### src/rtl/fetch_queue.sv
// Instruction-fetch queue: pipelined requests on a valid/ready read channel,
// in-order buffering of {PC, INSTR}, and stale-response dropping after redirect.
module fetch_queue #(
    parameter int unsigned     XLEN     = 32,
    parameter int unsigned     ILEN     = 32,
    parameter int unsigned     DEPTH    = 4,
    parameter logic [XLEN-1:0] RESET_PC = '0
) (
    input  logic            CLK,
    input  logic            RST,
    input  logic            CORE_STALL,
    output logic            RCH_REQ_VALID,
    input  logic            RCH_REQ_READY,
    output logic [XLEN-1:0] RCH_ADDR,
    input  logic            RCH_RESP_VALID,
    input  logic [ILEN-1:0] RCH_DATA,
    input  logic            REDIRECT,
    input  logic [XLEN-1:0] REDIRECT_PC,
    output logic            FETCH_VALID,
    input  logic            FETCH_READY,
    output logic [ILEN-1:0] FETCH_INSTR,
    output logic [XLEN-1:0] FETCH_PC,
    output logic            SPURIOUS_RESP
);

    localparam int unsigned AW = $clog2(DEPTH);
    localparam int unsigned PW = AW + 1;

    logic [XLEN-1:0] fetch_pc;
    logic [XLEN-1:0] pc_mem    [DEPTH];
    logic [ILEN-1:0] instr_mem [DEPTH];
    logic [PW-1:0]   head;
    logic [PW-1:0]   fill;
    logic [PW-1:0]   tail;
    logic [PW-1:0]   drop_cnt;
    logic [PW-1:0]   drop_next;
    logic [PW-1:0]   count;
    logic [PW-1:0]   inflight;
    logic            spurious;
    logic            req_fire;
    logic            pop;
    logic            resp_drop;
    logic            resp_fill;
    logic            resp_spur;

    assign count    = tail - head;
    assign inflight = tail - fill;

    assign RCH_REQ_VALID = !RST && !CORE_STALL && !REDIRECT
                           && (drop_cnt == '0) && (count < PW'(DEPTH));
    assign RCH_ADDR      = fetch_pc;
    assign req_fire      = RCH_REQ_VALID && RCH_REQ_READY;

    assign FETCH_VALID   = !REDIRECT && (fill != head);
    assign FETCH_INSTR   = instr_mem[head[AW-1:0]];
    assign FETCH_PC      = pc_mem[head[AW-1:0]];
    assign pop           = FETCH_VALID && FETCH_READY;
    assign SPURIOUS_RESP = spurious;

    assign resp_drop = RCH_RESP_VALID && (drop_cnt != '0);
    assign resp_fill = RCH_RESP_VALID && (drop_cnt == '0) && (inflight != '0);
    assign resp_spur = RCH_RESP_VALID && (drop_cnt == '0) && (inflight == '0);

    // On redirect every outstanding request becomes stale; a response landing
    // in the same cycle already retires one of them.
    always_comb begin
        drop_next = drop_cnt - PW'(resp_drop);
        if (REDIRECT) begin
            drop_next = drop_cnt + inflight - PW'(resp_drop || resp_fill);
        end
    end

    always_ff @(posedge CLK or posedge RST) begin
        if (RST) begin
            fetch_pc <= RESET_PC;
            head     <= '0;
            fill     <= '0;
            tail     <= '0;
            drop_cnt <= '0;
            spurious <= 1'b0;
            for (int unsigned i = 0; i < DEPTH; i++) begin
                pc_mem[i]    <= '0;
                instr_mem[i] <= '0;
            end
        end else begin
            drop_cnt <= drop_next;
            if (resp_spur) begin
                spurious <= 1'b1;
            end
            if (REDIRECT) begin
                head     <= '0;
                fill     <= '0;
                tail     <= '0;
                fetch_pc <= REDIRECT_PC;
            end else begin
                if (req_fire) begin
                    pc_mem[tail[AW-1:0]] <= fetch_pc;
                    tail                 <= tail + PW'(1);
                    fetch_pc             <= fetch_pc + XLEN'(4);
                end
                if (resp_fill) begin
                    instr_mem[fill[AW-1:0]] <= RCH_DATA;
                    fill                    <= fill + PW'(1);
                end
                if (pop) begin
                    head <= head + PW'(1);
                end
            end
        end
    end

endmodule

### config.mk
export PLATFORM = sky130hd
export DESIGN_NAME = fetch_queue
export DESIGN_NICKNAME = d
export VERILOG_FILES = /design/src/rtl/fetch_queue.sv
export SDC_FILE = /design/constraint.sdc
export NUM_CORES = 1
export LEC_CHECK = 0
export ABC_AREA = 1
export BUFFER_PORTS_ARGS = -buffer_cell sky130_fd_sc_hd__buf_2
export CAP_MARGIN = 10
export CORE_AREA = 4 4 175 177
export CTS_CLUSTER_DIAMETER = 60
export DETAILED_ROUTE_END_ITERATION = 8
export DIE_AREA = 0 0 179 181
export MAX_ROUTING_LAYER = met4
export PLACE_DENSITY = 0.71
export SETUP_SLACK_MARGIN = 0.1
export SLEW_MARGIN = 20
export SYNTH_ARGS = -nofsm -noshare
export SYNTH_HDL_FRONTEND = slang
export SYNTH_SLANG_ARGS = --single-unit
### constraint.sdc
create_clock -name CLK -period 19.84 [get_ports CLK]
set_clock_uncertainty 0.05 [all_clocks]
set_input_delay 3.968 -clock CLK [delete_from_list [all_inputs] [get_ports CLK]]
set_output_delay 3.968 -clock CLK [all_outputs]
set_load 0.02 [all_outputs]
Yosys cells after proc, flatten, opt, wreduce, memory -nomap -nowiden

Cells that the tools add are included.

Register bits after elaboration: 301
Input port bits: 71
Output and inout port bits: 99
Logic and storage cells: 81

Add/sub/neg operators: 9
$lt $le $gt $ge: 6
Eq/ne operators: 1
Muxes and demuxes: 21
Bitwise operators: 4
Reduce and logical (&&, ||, !) cells: 26

Operators by type and width:

| kind                  | number |
|---|---|
| $bwmux 128            | 2 |
| $mux 32               | 8 |
| $bmux 32 s2           | 2 |
| $demux 32 s2          | 2 |
| $add 32x3->32 const B | 1 |
| $mux 3                | 7 |
| $logic_and 1x1->1     | 13 |
| $add 3x1->3 const B   | 3 |
| $ge 3x3->1 const B    | 3 |
| $not 2->3             | 3 |
| $logic_not 3->1       | 2 |
| $lt 3x1->1 const B    | 2 |
| $reduce_bool 2->1     | 3 |
| $reduce_bool 3->1     | 2 |
| $sub 3x1->3           | 2 |
| $sub 3x3->3           | 2 |
| $reduce_and 2->1      | 2 |
| $add 3x3->3           | 1 |
| $logic_not 1->1       | 3 |
| $lt 3x3->1 const B    | 1 |
| $ne 3x3->1            | 1 |
| $logic_or 1x1->1      | 1 |
| $not 1->1             | 1 |

Depth between registers and ports, before layout

Gate-level depths: netlist of run 1.

Word-level depth: 8
Depth in mapped cells: 18
Depth with buffers taken out: 18

Worst setup path after synthesis of run 1

OpenSTA, ideal clock, no wires.

Kind: input to output
From: input port RST
To: output port RCH_REQ_VALID
Data arrival time: 11.673 ns
Required time: 15.822 ns
Setup slack: 4.149 ns
Cell stages on the path: 5
Path buffers: 0
Cell sequence: inv_1 > nand2_1 > nor3_4 > nand2_1 > inv_1

Cells in the longest elaborated chain, start to end: 5

RTL lines:

| element                          | line | RTL |
|---|---|---|
| start: declaration               | 10   | `input logic RST,` |
| $logic_not 1->1 (no source line) | n/a  |  |
| $logic_and 1x1->1 (2 in series)  | 49   | `assign RCH_REQ_VALID = !RST && !CORE_STALL && !REDIRECT` |
| $logic_and 1x1->1 (2 in series)  | 50   | `&& (drop_cnt == '0) && (count < PW'(DEPTH));` |
| end: declaration                 | 12   | `output logic RCH_REQ_VALID,` |

Every way passes these cells.

Final worst setup path of run 1

From: input port REDIRECT
To: output port RCH_REQ_VALID

Cells in the longest elaborated chain, start to end: 4

RTL lines:

| element                         | line | RTL |
|---|---|---|
| start: declaration              | 17   | `input logic REDIRECT,` |
| $logic_not 1->1                 | 49   |  |
| $logic_and 1x1->1               | 49   |  |
| $logic_and 1x1->1 (2 in series) | 50   |  |

Every way passes these cells.

==> results.txt, run 1 <==
TritonCTS built the clock tree. Counting flops with a built-in enable in the synthesized netlist gives 0. Routability-driven placement finished with a final weighted congestion of 0.910. Input and output buffers added on the ports amount to 169. Counting instances, the worst hold path has a depth of 2.

In this run the mean area of a mapped cell was 7.75 sq um. The later-pin clock latency in the skew report is 520 ps, and the area enclosed by the die boundary is 0.0324 sq mm. The power per cell area works out to 105 mW/mm^2.

The number of endpoints with negative hold slack in the final report was 0. The run finished with clean final reports. The total overflow left after global routing is 0. In the synthesized netlist, the cells that appear most often are sky130_fd_sc_hd__nand2_1 (715), sky130_fd_sc_hd__dfrtp_1 (301), sky130_fd_sc_hd__nor2_1 (183).

For the number of global-route vias before repair, the log shows 12.5k. The total core area was 0.0292 sq mm. Counting both buffers and inverters, the worst setup path holds a total of 4.

The width of the die is 179 um. The count of endpoints failing setup in the final report is 0. Of all cell types, the one taking the most synthesized area is sky130_fd_sc_hd__dfrtp_1. The effective utilization at floorplan is 49.0%.

The slowest cell on the critical path is sky130_fd_sc_hd__inv_2. The clock period minus worst slack was 9950 ps. Type of destination of the critical path: an output pin. Max-cap violations in this run came to 0. In this run the static leakage power is 8.68 nW.

The H-tree generated during clock tree synthesis spans 2 levels. Of the available clock period, the critical path in the final layout requires 50.1%. The top cell type by area accounts for 52.6% of the synthesized area. Entering global routing, the biggest net connects 182 pins.

The end point of the most critical hold path was instr_mem[55]$_DFFE_PP0P_. Walking the worst path, the cells encountered are buf_2 -> inv_2 -> nand2_1 -> nor3_4 -> nand2_1 -> inv_1 -> buf_2. The tools report the DRC violation total after the first TritonRoute iteration as 1211.

Wires add up to 40600 um. Worst slew margin relative to its limit: 27.6%. The detailed-router iteration count before antenna repair is 6, and the largest incremental delay on the critical path is 660 ps. After synthesis, the cell types taking the most area are sky130_fd_sc_hd__dfrtp_1 (53%), sky130_fd_sc_hd__nand2_1 (19%), sky130_fd_sc_hd__o21ai_0 (5.0%), sky130_fd_sc_hd__nor2_1 (4.8%), sky130_fd_sc_hd__o21ai_1 (4.5%). Based on the critical path, the design can be clocked at up to 0.101 GHz.

The worst setup path is launched from an input port. The area growth from synthesis to layout is 15.5%. Setup repair after global routing left no endpoint under its margin. During I/O placement, the number of pins put on the boundary was 170.

The clock net in this run drives a total of 301 sinks. The number of antenna violations at the first check in global routing is 1, and the worst-case vdd ir drop is 0.0591 mV. The number of gates resized after cts came out at 0. During synthesis, Yosys emitted a total of 0 warnings. The reg-to-reg setup timing slack is 15980 ps, and the HPWL after detailed placement is 24100 um.

The number of hold buffers added after CTS was 0. Number of instances in the synthesized netlist: 1849. Total of fill cells in the finished design: 2752.

In this run the cell area measured after placement is 0.0154 sq mm. The sequential area share after synthesis was 52.6%; the clock transition time at the flip-flop clock pins of the worst setup and hold paths was 50 ps. Synthesis instantiated 21 different standard cells from the library. The tools report the first-pass GRT wire length as 66100 um. For this run, design rule violations remaining after detail routing come to 0. The number of synthesized register bits came out at 301.

The cell family contributing the most delay on the critical path is buffers and inverters. Global routing used 26.0% of the available tracks. In the synthesized netlist the async set-or-reset flop fraction comes to 100%. For the worst flop-to-flop path, the logic depth is 12. The tools report the count of pins over their slew limit as 0. The logs give 0 for the number of routed nets with antenna violations and 0.00754 sq mm for the combined flip-flop and latch cell area.

The total nets after synthesis was 1939; the highest net fanout along the worst path was 43. After detailed routing, the average wire length per cell comes to 17.1 um. Data arrives at the worst endpoint at 5930 ps. Clock tree synthesis inserted a total of 35 buffers. Summing all multi-input logic gate instances after layout gives 0.00614 sq mm. The finished cells cover 0.0165 sq mm.

Dominant cell by count in the synthesized netlist: sky130_fd_sc_hd__nand2_1. The cell sitting at the root of the clock tree is a sky130_fd_sc_hd__clkbuf_16. Kind of critical path: in2out. At the pin with the least slew margin, the transition time is 1090 ps. In this run the critical register-to-register path is launched from head[1]$_DFFE_PP0P_.

The cell row count is 63. For this run, the leading register cell type out of synthesis is sky130_fd_sc_hd__dfrtp_1. The detail-routed via count per cell works out to 5.42.

The post-layout net count came out at 2051. The run gives 15820 ps as the critical path required time. The end of the worst register-to-register path is RCH_ADDR[21]$_DFFE_PP0N_. In the final layout, the share of cells above drive strength 1 is 12.7%. In this run the deepest clock path goes through 3 buffers. The number of buffers inserted to repair setup after CTS was 0; the height of the die was 181 um.

The summed instance area of the synthesized netlist is 0.0143 sq mm, and the via count is 12.9k. The path type of the worst min-delay path is reg2reg. The startpoint identified for the worst hold timing path is instr_mem[55]$_DFFE_PP0P_. Setup total negative slack on the finished layout was measured at 0 ps.
==> where the power goes <==
group          leakage (nW)  internal (mW)  switching, mW
clock network         0.570          0.386          0.254
registers              4.10          0.681         0.0479
logic                  4.01          0.124          0.244
total                  8.68           1.19          0.546
==> placed cells by master, fill, tap and decap left out, drive strengths merged <==
master / netlist / routed
a21oi: 1 / 1
xnor2: 2 / 2
nand3: 90 / 90
dfrtp: 301 / 301
clkbuf: 74 / 49
bufinv: 0 / 3
nor3: 1 / 1
a31o: 1 / 1
xor2: 16 / 16
buf: 33 / 182
nand4: 6 / 6
diode: 0 / 1
nor2: 183 / 183
fa: 2 / 2
nand2: 715 / 715
inv: 70 / 69
o22ai: 65 / 65
ha: 17 / 17
clkinv: 0 / 12
o21ai: 272 / 272
==> per-stage QoR <==
step	total power, mW	setup slack [ps]	hold slack (ps)	std cells	util [%]
after global routing	1.83	9630	432	2378	56.6
after CTS	1.75	9900	416	2377	56.6
after detailed placement	1.11	9900	403	2314	52.6
final	1.74	9890	414	2378	56.6
after global placement	1.10	9940	398	2314	52.6
after floorplan	0.973	4150	387	1849	-
==> worst min-delay path: stages, from the launching register on <==
cell and delay [ps]:
sky130_fd_sc_hd__dfrtp_1 330, sky130_fd_sc_hd__nand2_1 50, sky130_fd_sc_hd__nand2_1 40
==> state kept, by name, indices dropped and copies added (netlist names) <==
| name | flops |
|---|---|
| drop_cnt | 3 |
| SPURIOUS_RESP | 1 |
| pc_mem | 128 |
| RCH_ADDR | 32 |
| head | 3 |
| fill | 3 |
| tail | 3 |
| instr_mem | 128 |
==> logic make-up (layout without fill, tap and decap cells) <==
family                     count (synthesis)  in the layout  synth area share (%)
and+or+nand+nor                          995            995                  27.2
AOI/OAI and AO/OA                        339            339                  12.4
DFF                                      301            301                  52.6
buffers and inverters                    177            315                  4.87
adders and majority gates                 19             19                  1.76
xor gates and xnor gates                  18             18                  1.10
other                                      0              1                     0
==> routing by layer <==
layer | global-route usage, % | routed length (um)
met5 | - | 0
met4 | 7.18 | 943
met3 | 3.89 | 3010
met2 | 40.8 | 18900
met1 | 35.6 | 17800
==> worst max-delay path by stage <==
stage,from,endpoint,cells after the start
finish,REDIRECT,RCH_REQ_VALID,7
global route,REDIRECT,RCH_REQ_VALID,7
detailed placement,REDIRECT,RCH_REQ_VALID,7
global placement,REDIRECT,RCH_REQ_VALID,7
floorplan,RST,RCH_REQ_VALID,5
CTS,REDIRECT,RCH_REQ_VALID,7
==> layout make-up <==
class | count | area share (%)
well taps | 390 | 2.95
flip-flops and latches | 301 | 45.5
repair buffers | 182 | 5.78
multi-input cells | 1371 | 37.1
diodes | 1 | 0.0151
clock inverters | 14 | 1.06
inverters | 70 | 1.64
clock buffers | 49 | 5.91
No activity file was read; power rests on OpenSTA's default activity.
==> inputs of run 2 (changes only) <==
==> constraint.sdc (replaced) <==
create_clock -name CLK -period 9.5 [get_ports CLK]
set_clock_uncertainty 0.05 [all_clocks]
set_input_delay 1.9 -clock CLK [delete_from_list [all_inputs] [get_ports CLK]]
set_output_delay 1.9 -clock CLK [all_outputs]
set_load 0.02 [all_outputs]
==> results.txt, run 2 (same netlist as run 1, synthesis figures left out) <==
The number of gates resized after cts is 0 (unchanged). Traced cell by cell, the critical path runs through buf_2 -> inv_2 -> nand2_1 -> nor3_4 -> nand2_1 -> inv_1 -> buf_2. In the finished design, the share of the clock period the worst path needs comes to 61.1%. The critical path required time was 7550 ps (-8270 ps). TritonCTS built the clock tree.

The final instance area is 0.0165 sq mm (-0.37%), and the transition time of the tightest slew-check pin is 1090 ps (+2.85 ps). The detail-routed via count per cell is 5.41 (-0.21%). The effective utilization at floorplan was 49.0% (unchanged); the setup TNS was 0 ps (unchanged).

The kind of critical path was in2out. The number of global-route vias before repair is 12.6k (+0.12%). STA classifies the critical path startpoint as an input port. The average wire per cell in the routed design is 16.9 um (-1.3%). The flow ran to the end, and the final reports show no timing, DRC or antenna violations.

The highest net fanout along the worst path was 43 (unchanged). For the deepest level of the CTS H-tree, the log shows 2 (unchanged). Setup repair after global routing left no endpoint under its margin. The number of buffers inserted to repair setup after CTS came out at 0 (unchanged). The clock period minus worst slack works out to 5810 ps.

The relative contribution of sequential cells to total power was 42.8% (+0.8 points); the data arrival time of the critical path was 3860 ps (-2070 ps). The tools report the aggregate global-route resource usage as 25.5% (-0.53 points). The number of primary I/O pins was 170 (unchanged).

Routed wire length: 40100 um (-1.4%). The tools report the internal power as 2.43 mW (+100%). The largest incremental delay on the critical path came out at 650 ps (about the same). The run gives 0.932 (+2.5%) as the final weighted congestion of routability-driven global placement. In the layout the commonest cells are sky130_fd_sc_hd__nand2_1 (714), sky130_fd_sc_hd__dfrtp_1 (299), sky130_fd_sc_hd__nor2_1 (179). The clock transition time at the flip-flop clock pins of the worst setup and hold paths is 60 ps (about the same).

The logs give 8.64 nW (-0.45%) for the reported leakage power and 0 (unchanged) for the number of remaining DRC errors. The logs give 0 (unchanged) for the count of endpoints failing setup in the final report and 301 (unchanged) for the total clock sinks. The detailed-router iteration count before antenna repair was 6 (unchanged). The count of pins over their slew limit is 0 (unchanged). The maximum number of pins on one net before global-route repair was 103 (-43%).

The switching power as a share of total power is 31.6% (+0.13 points). The tools report the clock share of power as 35.5% (-1.4 points). For the worst slew margin relative to its limit, the log shows 27.4% (-0.19 points). STA classifies the critical path endpoint as an output pin. On the critical path, the stage with the largest delay is an instance of sky130_fd_sc_hd__inv_2. The DRC violation total after the first TritonRoute iteration is 1145 (-5.5%), and the sum of overflow across all layers after global routing is 0 (unchanged). The tools report the number of endpoints with negative hold slack in the final report as 0 (unchanged). The height of the die is 181 um (unchanged). The combinational power share was 21.7% (+0.5 points). The standard cell area after detailed placement is 0.0154 sq mm (about the same), and the first-pass GRT wire length is 65200 um (-1.3%). For the later-pin clock latency in the skew report, the log shows 510 ps (about the same). The worst-case vdd ir drop was 0.128 mV (+120%); the area enclosed by the die boundary was 0.0324 sq mm (unchanged). The post-layout net count was 2053 (+0.098%). The run gives 12.9k (-0.26%) as the via count.

Most frequent standard cell in the layout excluding fill and tap cells: sky130_fd_sc_hd__nand2_1. The quantity of I/O buffers inserted on ports is 169 (unchanged), and the number of antenna violations at the first check in global routing is 1 (unchanged). The path type of the worst min-delay path was reg2reg. For the HPWL after detailed placement, the log shows 24500 um (+1.9%). The run gives 63 (unchanged) as the cell row count. The number of clock buffers inserted by TritonCTS was 35 (unchanged). Compared with the post-synthesis result, the final layout area differs by 15.1%. The power per cell area was 215 mW/mm^2 (+110%). The run gives 0 (unchanged) as the number of maximum-capacitance constraint violations. Buffer type at the clock tree root: sky130_fd_sc_hd__clkbuf_16. The tools report the number of hold buffers added after cts as 0 (unchanged). Derived from the worst setup path, the maximum achievable clock frequency is 0.172 GHz.

The net switching component of the power is 1.12 mW (+110%). The number of routed nets with antenna violations is 0 (unchanged). The tools report the total core area as 0.0292 sq mm (unchanged). The layout cell share with drive strength beyond 1 came out at 12.6% (-0.044 points). The width of the die was 179 um (unchanged). For the worst-case clock buffer depth, the log shows 3 (unchanged).
-- run 2: changes by cell type in the layout (fill, tap and decap cells not counted), moves of 3 or more --
cell,previous run,this run
sky130_fd_sc_hd__clkinv_2,8,2
sky130_fd_sc_hd__clkinvlp_4,0,4
sky130_fd_sc_hd__buf_4,12,15
sky130_fd_sc_hd__bufinv_16,3,0
-- run 2: through the flow --
stage	hold slack [ps]	setup WS (ps)	instances	power [mW]	utilization (%)
CTS	417	3680	2376	3.58	56.4
global route	435	3490	2377	3.74	56.4
global placement	398	3730	2316	2.29	52.6
finish	414	3690	2377	3.55	56.4
floorplan	387	453	1849	2.03	-
detailed placement	403	3680	2316	2.31	52.6
-- run 2: area by class of cell --
class	count	area [sq um]
Multi-Input combinational cell	1371	6140
Timing Repair Buffer	184	958
Antenna cell	1	2.50
Fill cell	2707	12800
Inverter	70	268
Sequential cell	301	7540
Clock buffer	52	1020
Tap cell	390	488
Clock inverter	8	70.1
-- run 2: final timing paths --
kind                                           start                         end  cells past startpoint  slack (ps)
min reg2reg                instr_mem[94]$_DFFE_PP0P_   instr_mem[94]$_DFFE_PP0P_                      2         410
max in group asynchronous                        RST   SPURIOUS_RESP$_DFFE_PP0P_                      5        5640
max                                         REDIRECT               RCH_REQ_VALID                      7        3690
max reg2reg                      head[1]$_DFFE_PP0P_      pc_mem[21]$_DFFE_PP0P_                      8        6130
min                        instr_mem[94]$_DFFE_PP0P_   instr_mem[94]$_DFFE_PP0P_                      2         410
min in group asynchronous                        RST  instr_mem[104]$_DFFE_PP0P_                      3        1530
-- run 2: power by group through the flow --
stage / Sequential, mW / Combinational (mW) / Clock, mW
floorplan: 1.53 / 0.501 / 0
global placement: 1.54 / 0.758 / 0
detailed placement: 1.54 / 0.774 / 0
CTS: 1.52 / 0.778 / 1.29
global route: 1.54 / 0.856 / 1.35
finish: 1.52 / 0.769 / 1.26
-- run 2: worst max-delay path: cells and delay by family --
| family | cells | cell delay (ps) |
|---|---|---|
| and+or+nand+nor | 3 | 740 |
| buffers and inverters | 4 | 1200 |
-- run 2: per-layer routing --
layer / up-vias / GRT usage (%) / wire length, um
met4: 0 / 7.09 / 913
met1: 6160 / 35.0 / 18100
met5: - / - / 0
met2: 436 / 39.5 / 18500
met3: 58 / 4.14 / 2570
li1: 6201 / - / -
